==> src/rtl/ifu_axi_fetch_pkg.sv <==
// Shared types and constants for the AXI4-Lite instruction-fetch bridge.
package ifu_axi_fetch_pkg;

  typedef enum logic [1:0] {
    IDLE = 2'd0,
    AR   = 2'd1,
    R    = 2'd2,
    RESP = 2'd3
  } state_t;

  localparam logic [1:0]  AXI_RESP_OKAY   = 2'b00;
  localparam logic [1:0]  AXI_RESP_EXOKAY = 2'b01;
  localparam logic [1:0]  AXI_RESP_SLVERR = 2'b10;
  localparam logic [1:0]  AXI_RESP_DECERR = 2'b11;
  localparam logic [2:0]  ARPROT_IFETCH   = 3'b100;
  localparam logic [31:0] NOP_INST        = 32'h0000_0013;

  function automatic logic [31:0] pick_word(
    input logic        hi,
    input logic [63:0] beat
  );
    return hi ? beat[63:32] : beat[31:0];
  endfunction

endpackage

==> src/rtl/ifu_axi_fetch_line_buf.sv <==
// One-entry 64-bit line buffer for the fetch bridge.
// Only instantiated when IFU_LINE_BUF_EN is defined.
module ifu_line_buf #(
  parameter int TAG_WIDTH  = 61,
  parameter int DATA_WIDTH = 64
) (
  input  logic                  clk,
  input  logic                  rst,
  input  logic                  flush,
  input  logic                  clear,
  input  logic                  fill,
  input  logic [TAG_WIDTH-1:0]  fill_tag,
  input  logic [DATA_WIDTH-1:0] fill_data,
  input  logic [TAG_WIDTH-1:0]  lookup_tag,
  output logic                  hit,
  output logic [DATA_WIDTH-1:0] data
);

  logic                 valid;
  logic [TAG_WIDTH-1:0] tag;

  // Invalidation wins over a fill landing in the same cycle.
  always_ff @(posedge clk) begin
    if (rst) begin
      valid <= 1'b0;
      tag   <= '0;
      data  <= '0;
    end else if (flush || clear) begin
      valid <= 1'b0;
    end else if (fill) begin
      valid <= 1'b1;
      tag   <= fill_tag;
      data  <= fill_data;
    end
  end

  assign hit = valid && (tag == lookup_tag);

endmodule

==> src/rtl/ifu_axi_fetch.sv <==
// Fetch bridge: core fetch handshake -> single-beat AXI4-Lite reads.
// Optional one-line buffer enabled by defining IFU_LINE_BUF_EN.
module ifu_axi_fetch
  import ifu_axi_fetch_pkg::*;
#(
  parameter int ADDR_WIDTH = 64,
  parameter int DATA_WIDTH = 64,
  parameter int INST_WIDTH = 32
) (
  input  logic                  clk,
  input  logic                  rst,
  input  logic                  if_valid,
  input  logic [ADDR_WIDTH-1:0] if_addr,
  output logic                  if_ready,
  output logic [INST_WIDTH-1:0] if_data_read,
  output logic                  if_err,
  input  logic                  flush,
  output logic [ADDR_WIDTH-1:0] araddr,
  output logic                  arvalid,
  input  logic                  arready,
  output logic [2:0]            arprot,
  input  logic [DATA_WIDTH-1:0] rdata,
  input  logic [1:0]            rresp,
  input  logic                  rvalid,
  output logic                  rready
);

  state_t                state;
  logic [ADDR_WIDTH-1:0] addr;
  logic                  hit;
  logic [DATA_WIDTH-1:0] buf_data;
  logic                  r_done;
  logic                  r_err;
  logic                  unused_bits;

  assign arprot = ARPROT_IFETCH;
  assign araddr = {addr[ADDR_WIDTH-1:3], 3'b000};
  assign r_done = (state == R) && rvalid;
  assign r_err  = rresp[1];

`ifdef IFU_LINE_BUF_EN
  ifu_line_buf #(
    .TAG_WIDTH  (ADDR_WIDTH - 3),
    .DATA_WIDTH (DATA_WIDTH)
  ) u_line_buf (
    .clk        (clk),
    .rst        (rst),
    .flush      (flush),
    .clear      (r_done && r_err),
    .fill       (r_done && !r_err),
    .fill_tag   (addr[ADDR_WIDTH-1:3]),
    .fill_data  (rdata),
    .lookup_tag (if_addr[ADDR_WIDTH-1:3]),
    .hit        (hit),
    .data       (buf_data)
  );
`else
  assign hit      = 1'b0;
  assign buf_data = '0;
`endif

  assign unused_bits = ^{flush, addr[1:0], rresp[0]};

  always_ff @(posedge clk) begin
    if (rst) begin
      state        <= IDLE;
      addr         <= '0;
      arvalid      <= 1'b0;
      rready       <= 1'b0;
      if_ready     <= 1'b0;
      if_err       <= 1'b0;
      if_data_read <= '0;
    end else begin
      if_ready <= 1'b0;
      unique case (state)
        IDLE: begin
          if (if_valid) begin
            addr <= if_addr;
            if (if_addr[1:0] != 2'b00) begin
              state        <= RESP;
              if_ready     <= 1'b1;
              if_err       <= 1'b1;
              if_data_read <= NOP_INST;
            end else if (hit) begin
              state        <= RESP;
              if_ready     <= 1'b1;
              if_err       <= 1'b0;
              if_data_read <= pick_word(if_addr[2], buf_data);
            end else begin
              state   <= AR;
              arvalid <= 1'b1;
            end
          end
        end
        AR: begin
          if (arready) begin
            state   <= R;
            arvalid <= 1'b0;
            rready  <= 1'b1;
          end
        end
        R: begin
          if (rvalid) begin
            state    <= RESP;
            rready   <= 1'b0;
            if_ready <= 1'b1;
            if_err   <= r_err;
            if_data_read <= r_err ? NOP_INST
                                  : pick_word(addr[2], rdata);
          end
        end
        RESP: begin
          state  <= IDLE;
          if_err <= 1'b0;
        end
        default: state <= IDLE;
      endcase
    end
  end

endmodule
==> config.mk <==
export PLATFORM = sky130hd
export DESIGN_NAME = ifu_axi_fetch
export DESIGN_NICKNAME = d
export VERILOG_FILES = /design/src/rtl/ifu_axi_fetch_pkg.sv /design/src/rtl/ifu_axi_fetch_line_buf.sv /design/src/rtl/ifu_axi_fetch.sv
export SDC_FILE = /design/constraint.sdc
export NUM_CORES = 1
export LEC_CHECK = 0
export CORE_AREA = 4 4 113 115
export CTS_CLUSTER_DIAMETER = 40
export DETAILED_ROUTE_END_ITERATION = 8
export DIE_AREA = 0 0 117 119
export PLACE_DENSITY = 0.8
export SLEW_MARGIN = 10
export SYNTH_ARGS = -nofsm -noshare
export SYNTH_HDL_FRONTEND = slang
export SYNTH_HIERARCHICAL = 1
export SYNTH_SLANG_ARGS = --single-unit
export TNS_END_PERCENT = 20
==> constraint.sdc <==
create_clock -name clk -period 2.22 [get_ports clk]
set_input_delay 0.444 -clock clk [delete_from_list [all_inputs] [get_ports clk]]
set_output_delay 0.444 -clock clk [all_outputs]
set_load 0.01 [all_outputs]
# --- Yosys cells after proc, flatten, opt, wreduce, memory -nomap -nowiden ---
# Index checks and enable logic that the tools add are counted.
totals:
  ff_bits: 102
  output_inout_bits: 103
op_classes:
  n_mux: 26
  n_eq_ne: 8
  n_reduce_logical: 12
ops:
  columns: ["operator", "n"]
  rows:
  - ["$mux W32", 5]
  - ["$pmux W32 S2", 1]
  - ["$reduce_and A4 Y1", 3]
  - ["$mux W1", 11]
  - ["$ne A2 B2 Y1 const B", 5]
  - ["$mux W2", 4]
  - ["$pmux W2 S4", 1]
  - ["$reduce_bool A2 Y1", 4]
  - ["$pmux W1 S2", 3]
  - ["$reduce_and A3 Y1", 2]
  - ["$eq A2 B2 Y1 const B", 2]
  - ["$pmux W1 S3", 1]
  - ["$reduce_bool A3 Y1", 1]
  - ["$eq A2 B1 Y1 const B", 1]
  - ["$logic_not A2 Y1", 1]
  - ["$reduce_and A2 Y1", 1]

# --- Longest topological paths before layout ---
# Gate-level depths: netlist (run 1).
logic_depth:
  ltp_word: 4
  depth_mapped: 8

# --- Worst setup path after synthesis (run 1) ---
# OpenSTA, ideal clock, no wires.
synth_path:
  path_type: "register to register"
  from: "register state[0]"
  to: "register if_data_read[22]"
  path_stages_with_launch: 7
  synth_period_minus_slack_ns: 1.682
  setup_time_ns: 0.128
  t_arrival_ns: 1.554
  setup_slack_ns: 0.538
  path_cell_list: "dfxtp_1 inv_1 ha_1 nand2b_2 a221oi_4 clkbuf_1 o21ai_0"
synth_via:
  elab_chain_cells: 3
synth_rtl:
  columns: ["item", "line", "source"]
  rows:
  - ["start: declaration", "ifu_axi_fetch.sv:28", "state_t state;"]
  - ["start signal: assignment", "ifu_axi_fetch.sv:66", "state <= IDLE;"]
  - ["start signal: assignment", "ifu_axi_fetch.sv:80", "state <= RESP;"]
  - ["start signal: assignment", "ifu_axi_fetch.sv:85", "state <= RESP;"]
  - ["$eq A2 B2 Y1 / $logic_not A2 Y1 (equally long branches)", "ifu_axi_fetch.sv:75", "unique case (state)"]
  - ["$ne A2 B2 Y1 (no source line) / $reduce_bool A2 Y1 (equally long branches)", null, null]
  - ["$reduce_and A4 Y1 (no source line)", null, null]
  - ["end signal: assignment", "ifu_axi_fetch.sv:88", "if_data_read <= pick_word(if_addr[2], buf_data);"]
  - ["end signal: assignment", "ifu_axi_fetch.sv:108", "if_data_read <= r_err ? NOP_INST"]
  - ["end: declaration", "ifu_axi_fetch.sv:15", "output logic [INST_WIDTH-1:0] if_data_read,"]
# Parallel ways exist; a longest one is shown, timed or not.
# A chain may end at the register's enable or synchronous reset.

# --- Worst setup path after layout (run 1) ---
layout_path:
  from: "register state[0]"
  to: "register if_data_read[1]"
# Same word-level chain as after synthesis.

==> impl_metrics.json, run 1 <==
{
  "run_status": "finished clean",
  "worstMarginPinSlew_ns": 0.530,
  "final.period_utilization_pct": 87.1,
  "grt_pass1_wl_um": 19500,
  "clockBufferDepth": 2,
  "antenna_cells_inserted": 0,
  "clock_tree.root_cell": "clkbuf_16",
  "grt_max_degree": 62,
  "synth_area_per_cell_um2": 8.21,
  "timing.clock.skew_ns": 0.00932,
  "fp-row-count": 40,
  "post_cts_resize_count": 0,
  "layout.core_utilization_pct": 59.0,
  "gp_congestion": 0.772,
  "floorplan.die_area_mm2": 0.0139,
  "maxSlewViolCount": 0,
  "detailedRoute.firstPassIterationCount": 4,
  "syn_to_final_growth_pct": 49.9,
  "finalSetupViolCount": 0,
  "synthTopCellsByArea": "dfxtp_1, buf_4, nand2_1",
  "h-tree-depth": 3,
  "setup.worst_path.start": "state[0]",
  "path_cells": "inv_1, ha_1, nand2b_2, a221oi_4, buf_12, nor2_1, a211oi_2",
  "clkTransAtPathRegs_ns": 0.07,
  "maxCapViolations": 0,
  "ys_seq_elements": 100,
  "synth_top_area_share_pct": 43.1,
  "clock_insertion_delay_worst_skew_ns": 0.34,
  "worstSetupPathType": "reg2reg",
  "buffer_ports.inserted": 230,
  "netlist_cell_types": 31,
  "timing.slew.headroom_pct": 64.7,
  "max_freq_mhz": 517,
  "setup.worst_path.start_class": "register",
  "die_height_um": 119,
  "grt_usage_pct": 17.6,
  "drt-initial-drc-count": 203,
  "critPathMaxFanout": 61,
  "wl_per_cell_um": 14.7,
  "initial_utilization_pct": 39.3,
  "netlist_area_mm2": 0.00464,
  "end_kind": "register",
  "final_period_minus_worst_setup_slack_ns": 1.93,
  "worst-endpoint-arrival_ns": 2.19,
  "post-cts-setup-buffer-count": 0,
  "hold_start": "addr[50]",
  "finalWirelength_um": 12800,
  "syn-instance-count": 566,
  "route.antenna.remaining_nets": 0,
  "tritoncts": "yes",
  "finish.net_count": 860,
  "clock_sink_count": 100,
  "reg2reg_from": "state[0]",
  "post-synth-top-area-cell": "dfxtp_1",
  "design.core.area_mm2": 0.0118,
  "peakVddDrop_v": 0.000504,
  "drive_above_1_share_pct": 8.99,
  "detail_route.vias_per_cell": 4.79,
  "num_vias": 4166,
  "worst_hold_path_type": "reg2reg",
  "leakage_uw": 0.00249,
  "max_stage_delay_ns": 0.39,
  "area_used_by_multi_input_combinational_logic_mm2": 0.00198,
  "n_fill_cell": 1034,
  "globalRouteOverflowTotal": 0,
  "die_w_um": 117,
  "drcViolationCount": 0,
  "grt_antenna_before_repair": 0,
  "setup_repair_after_global_routing_missed_its_margin": "false",
  "synth_seq_area_share_pct": 43.1,
  "ys.warnings.count": 6,
  "crit_path_top_delay_cell": "ha_1",
  "report.final.hold_viol_count": 0,
  "critPathRequiredTime_ns": 2.47,
  "layout.area.seq_mm2": 0.00200,
  "vias_in_the_first_global_route": 4041,
  "cts-buffers-inserted": 9,
  "detailedPlacementHpwl_um": 9920,
  "setup_total_negative_slack_ns": 0,
  "power_dens_cells_mw_per_mm2": 898,
  "boundaryPins": 239,
  "cts.hold.buffers_added": 0
}
==> cell usage in the layout (no fill, tap or decap), types with 2 or more instances in the layout <==
cell type	netlist	layout
clkdlybuf4s50_1	0	229
nand2_1	131	130
dfxtp_1	100	100
a21oi_1	66	66
o21ai_0	32	32
nand2b_1	30	30
mux2_2	29	29
nand3_1	29	29
clkbuf_16	0	9
nor2_1	9	8
buf_4	68	7
ha_1	6	6
conb_1	2	6
inv_1	5	5
buf_12	0	5
mux2i_1	4	4
nor2b_1	3	3
a211oi_1	3	3
nor3_1	2	2
inv_6	0	2
bufinv_16	0	2
==> synth_stat cells <==
cell type and count:
nor3_1 2, nand2b_2 1, a211oi_1 3, buf_2 8, nand2_1 131, nand2b_1 30, a2111oi_0 1, and2_1 1
o211ai_1 1, a21oi_1 66, o21ai_0 32, nor2b_1 3, nor2_1 9, a221oi_1 1, mux2i_1 4, a31oi_1 1
buf_4 68, buf_6 1, buf_1 1, nor4_1 1, a211oi_2 1, clkbuf_2 1, conb_1 2, ha_1 6
clkbuf_1 26, nand3_1 29, a221oi_4 1, mux2_2 29, inv_1 5, dfxtp_1 100, a2111oi_2 1
==> registers in the layout, indices dropped and copies added (netlist names) <==
signal,flops
rready,1
if_err,1
arvalid,1
state,2
if_ready,1
if_data_read,32
addr,62
==> cells by family (layout without fill, tap and decap cells) <==
| kind of cell | Yosys count | after routing | share of synthesized area [%] |
|---|---|---|---|
| adder cells (fa/ha/maj) | 6 | 6 | 1.62 |
| buffers and inverters | 110 | 263 | 14.8 |
| AND/OR/NAND/NOR | 207 | 207 | 19.6 |
| other | 2 | 6 | 0.162 |
| AO/OA/AOI/OAI | 108 | 108 | 12.9 |
| flip-flops | 100 | 100 | 43.1 |
| multiplexers | 33 | 33 | 7.89 |
==> path summary, 6_finish.rpt <==
kind | slack (ns) | cells past startpoint | to
worst max register to register | 0.29 | 7 | if_data_read[1]
worst min register to register | 0.45 | 2 | addr[50]
worst max-delay path | 0.29 | 7 | if_data_read[1]
worst min-delay path | 0.45 | 2 | addr[50]
==> final cells by class <==
cell class / instances / area share [%]
clock inverters: 6 / 1.35
clock buffers: 10 / 3.43
flip-flops and latches: 100 / 28.7
multi-input cells: 360 / 28.4
repair buffers: 242 / 35.2
inverters: 5 / 0.269
well taps: 147 / 2.64
==> power by group <==
group | leakage (uW) | switching (uW) | internal, uW
clock | 0.000160 | 669 | 1030
combinational | 0.00152 | 1160 | 1160
sequential | 0.000816 | 154 | 2090
==> worst max-delay path: cells and delay by family, from the launching register on <==
kind | cells | cell delay (ns)
buffers and inverters | 2 | 0.41
DFF | 1 | 0.34
adders and majority gates | 1 | 0.39
AOI/OAI and AO/OA | 2 | 0.49
and+or+nand+nor | 2 | 0.20
==> layer usage <==
layer	track usage (%)	wire [um]	vias to the layer above
li1	-	-	2091
met4	7.60	368	0
met5	0	0	-
met1	18.7	4910	1908
met3	5.39	1020	24
met2	31.3	6490	143
==> through the flow <==
stage                     hold slack [ns]  std cells  power (uW)  setup slack [ns]  cell area, um^2
after floorplan                     0.437        570        3760             0.538             4660
after global placement              0.441        854        4550             0.216             6630
after detailed placement            0.449        854        4620             0.165             6630
after CTS                           0.457        870        6350             0.270             6960
after global routing                0.478        870        6630             0.128             6960
final                               0.453        870        6250             0.287             6960
Power figures use the tool's default switching activity.
==> run 2, diff against run 1 <==
- SLEW_MARGIN: 10 -> 15
==> results of run 2 <==
Same layout as run 1: the final DEF is identical, and so are final timing and power.
==> run 3, diff against run 2 <==
--- a/config.mk
+++ b/config.mk
@@ -12,2 +12,3 @@
 export PLACE_DENSITY = 0.8
+export REMOVE_ABC_BUFFERS = 1
 export SLEW_MARGIN = 15
==> constraint.sdc (replaced) <==
create_clock -name clk -period 2.22 [get_ports clk]
set_input_delay 0.222 -clock clk [delete_from_list [all_inputs] [get_ports clk]]
set_output_delay 0.222 -clock clk [all_outputs]
set_load 0.01 [all_outputs]
==> run 3 against run 2 <==
Die area unchanged. Critical path depth unchanged. Combinational power decreased by 3%. Final cell count decreased by 0.23%. Clock skew about the same. Via count increased by 1.7%. Worst setup slack improved by 0.012 ns. Register-to-register slack about the same. Core utilization decreased by 0.90 points. Critical path type unchanged. Largest cell class unchanged.
==> impl_metrics.json, run 3 (synthesis results as in run 1) <==
{
  "detail_route.vias_per_cell": 4.88,
  "r2r_end": "if_data_read[0]",
  "max_stage_delay_ns": 0.39,
  "grt_pass1_wl_um": 19400,
  "final_period_minus_worst_setup_slack_ns": 1.92,
  "grt_max_degree": 62,
  "end_kind": "register",
  "detail_route.wirelength.met1_um": 4890,
  "antenna_cells_inserted": 0,
  "pwr-share-clk_pct": 24.4,
  "wl_per_cell_um": 14.3,
  "finish.net_count": 858,
  "drcViolationCount": 0,
  "clock_insertion_delay_worst_skew_ns": 0.34,
  "top_layer_used_by_detailed_routing": "met4",
  "worstSetupPathType": "reg2reg",
  "worst-endpoint-arrival_ns": 2.17,
  "setup.worst_path.start_class": "register",
  "power_dens_cells_mw_per_mm2": 869,
  "layout.cells.most_common": "clkdlybuf4s50_1",
  "boundaryPins": 239,
  "setup.worst_path.start": "state[0]",
  "final.period_utilization_pct": 86.5,
  "grt_antenna_before_repair": 0,
  "holdWs_ns": 0.219,
  "layout.area.seq_mm2": 0.00200,
  "num_vias": 4235,
  "grt_usage_pct": 17.0,
  "seq_power_share_pct": 37.7,
  "setup.reg_to_reg.worst_slack_ns": 0.30,
  "cts-buffers-inserted": 9,
  "clockBufferDepth": 2,
  "route.antenna.remaining_nets": 0,
  "area_used_by_multi_input_combinational_logic_mm2": 0.00198,
  "post_cts_resize_count": 0,
  "h-tree-depth": 3,
  "vias_in_the_first_global_route": 4108,
  "post-cts-setup-buffer-count": 0,
  "n_fill_cell": 1025,
  "reg2reg_from": "state[0]",
  "layout_top_registers": "addr x62, if_data_read x32, state x2",
  "buffer_ports.inserted": 230,
  "timing.slew.headroom_pct": 63.0,
  "die_w_um": 117,
  "wl_met3_um": 1410,
  "internal_power_contribution_uw": 3980,
  "setup_slack_at_placement_ns": 0.306,
  "power.switching_uw": 1970,
  "maxCapViolations": 0,
  "floorplan.die_area_mm2": 0.0139,
  "maxSlewViolCount": 0,
  "finalSetupViolCount": 0,
  "initial_utilization_pct": 39.3,
  "critPathRequiredTime_ns": 2.47,
  "max_freq_mhz": 521,
  "worst_slack_ns": 0.299,
  "p_total_uw": 5960,
  "clkTransAtPathRegs_ns": 0.07,
  "clock_sink_count": 100,
  "setup_repair_after_global_routing_missed_its_margin": "false",
  "timing.clock.skew_ns": 0.00950,
  "drt-initial-drc-count": 199,
  "worstMarginPinSlew_ns": 0.555,
  "gp_congestion": 0.814,
  "finalWirelength_um": 12400,
  "critPathMaxFanout": 61,
  "design.core.area_mm2": 0.0118,
  "wl_met2_um": 5920,
  "largest_register_ffs": 62,
  "syn_to_final_growth_pct": 47.7,
  "detailedRoute.firstPassIterationCount": 4,
  "leakage_uw": 0.00244,
  "reg2reg_depth": 7,
  "cts.hold.buffers_added": 0,
  "fp-row-count": 40,
  "crit_path_end": "if_data_read[0]",
  "die_height_um": 119,
  "largest_register_by_flop_count": "addr",
  "layout.cells.most_common_list": "clkdlybuf4s50_1, nand2_1, dfxtp_1",
  "peakVddDrop_v": 0.000423,
  "combPwrFrac_pct": 37.9,
  "report.final.hold_viol_count": 0,
  "drive_above_1_share_pct": 8.60,
  "crit_path_top_delay_cell": "ha_1",
  "clock_tree.root_cell": "clkbuf_16",
  "globalRouteOverflowTotal": 0,
  "run_status": "finished clean",
  "path_cells": "inv_1, ha_1, nand2b_2, a221oi_4, buf_12, nor2_1, a211oi_1",
  "tritoncts": "yes",
  "detailedPlacementHpwl_um": 9490,
  "proportion_of_total_power_due_to_net_switching_pct": 33.1,
  "worst_hold_path_type": "in2reg"
}
## run 3: cell types whose count changed in the layout (fill, tap and decap cells not counted), sizes merged
cell    change
bufinv      -2
inv         -1
buf         -2
clkinv      +3
## run 3: power by group through the flow
stage,combinational (uW),sequential (uW),clock [uW]
detailed placement,2270,2290,0
finish,2260,2240,1460
floorplan,929,2430,0
global route,2470,2280,1580
CTS,2280,2250,1500
global placement,2220,2270,0
## run 3: layout make-up
type	count	area share, %
sequential	100	29.2
clock buffer	10	3.34
clock inverter	6	0.730
tap	147	2.68
timing repair buffer	240	35.0
multi-input combinational	360	28.8
inverter	5	0.274
## run 3: how the worst min path moves through the flow
stage / endpoint / cells after the start / startpoint / slack [ns]
after global routing: if_data_read[31] / 3 / rst / 0.24
after floorplan: if_data_read[1] / 1 / rst / 0.29
after detailed placement: addr[54] / 2 / addr[54] / 0.45
after CTS: if_data_read[5] / 3 / rst / 0.21
after global placement: addr[22] / 2 / addr[22] / 0.44
final: if_data_read[5] / 3 / rst / 0.22
## run 3: stage by stage
stage / setup TNS, ns / area, um^2 / instances / util (%)
2_1_floorplan: -3.77 / 3990 / 465 / -
3_3_place_gp: 0 / 6580 / 852 / 55.7
3_5_place_dp: 0 / 6580 / 852 / 55.7
4_1_cts: 0 / 6860 / 868 / 58.1
5_1_grt: 0 / 6860 / 868 / 58.1
6_report: 0 / 6860 / 868 / 58.1
## run 3: critical path, delay by kind of cell, from the launching register on
family	cells	cell delay [ns]
AO/OA/AOI/OAI	2	0.50
buffers and inverters	2	0.41
adder cells (fa/ha/maj)	1	0.39
flip-flops	1	0.34
AND/OR/NAND/NOR	2	0.19
## run 3: per-layer routing
| metal | GRT usage [%] | up-vias |
|---|---|---|
| li1 | - | 2086 |
| met1 | 19.5 | 1920 |
| met2 | 29.3 | 213 |
| met3 | 5.95 | 16 |
| met4 | 5.23 | 0 |
| met5 | 0 | - |
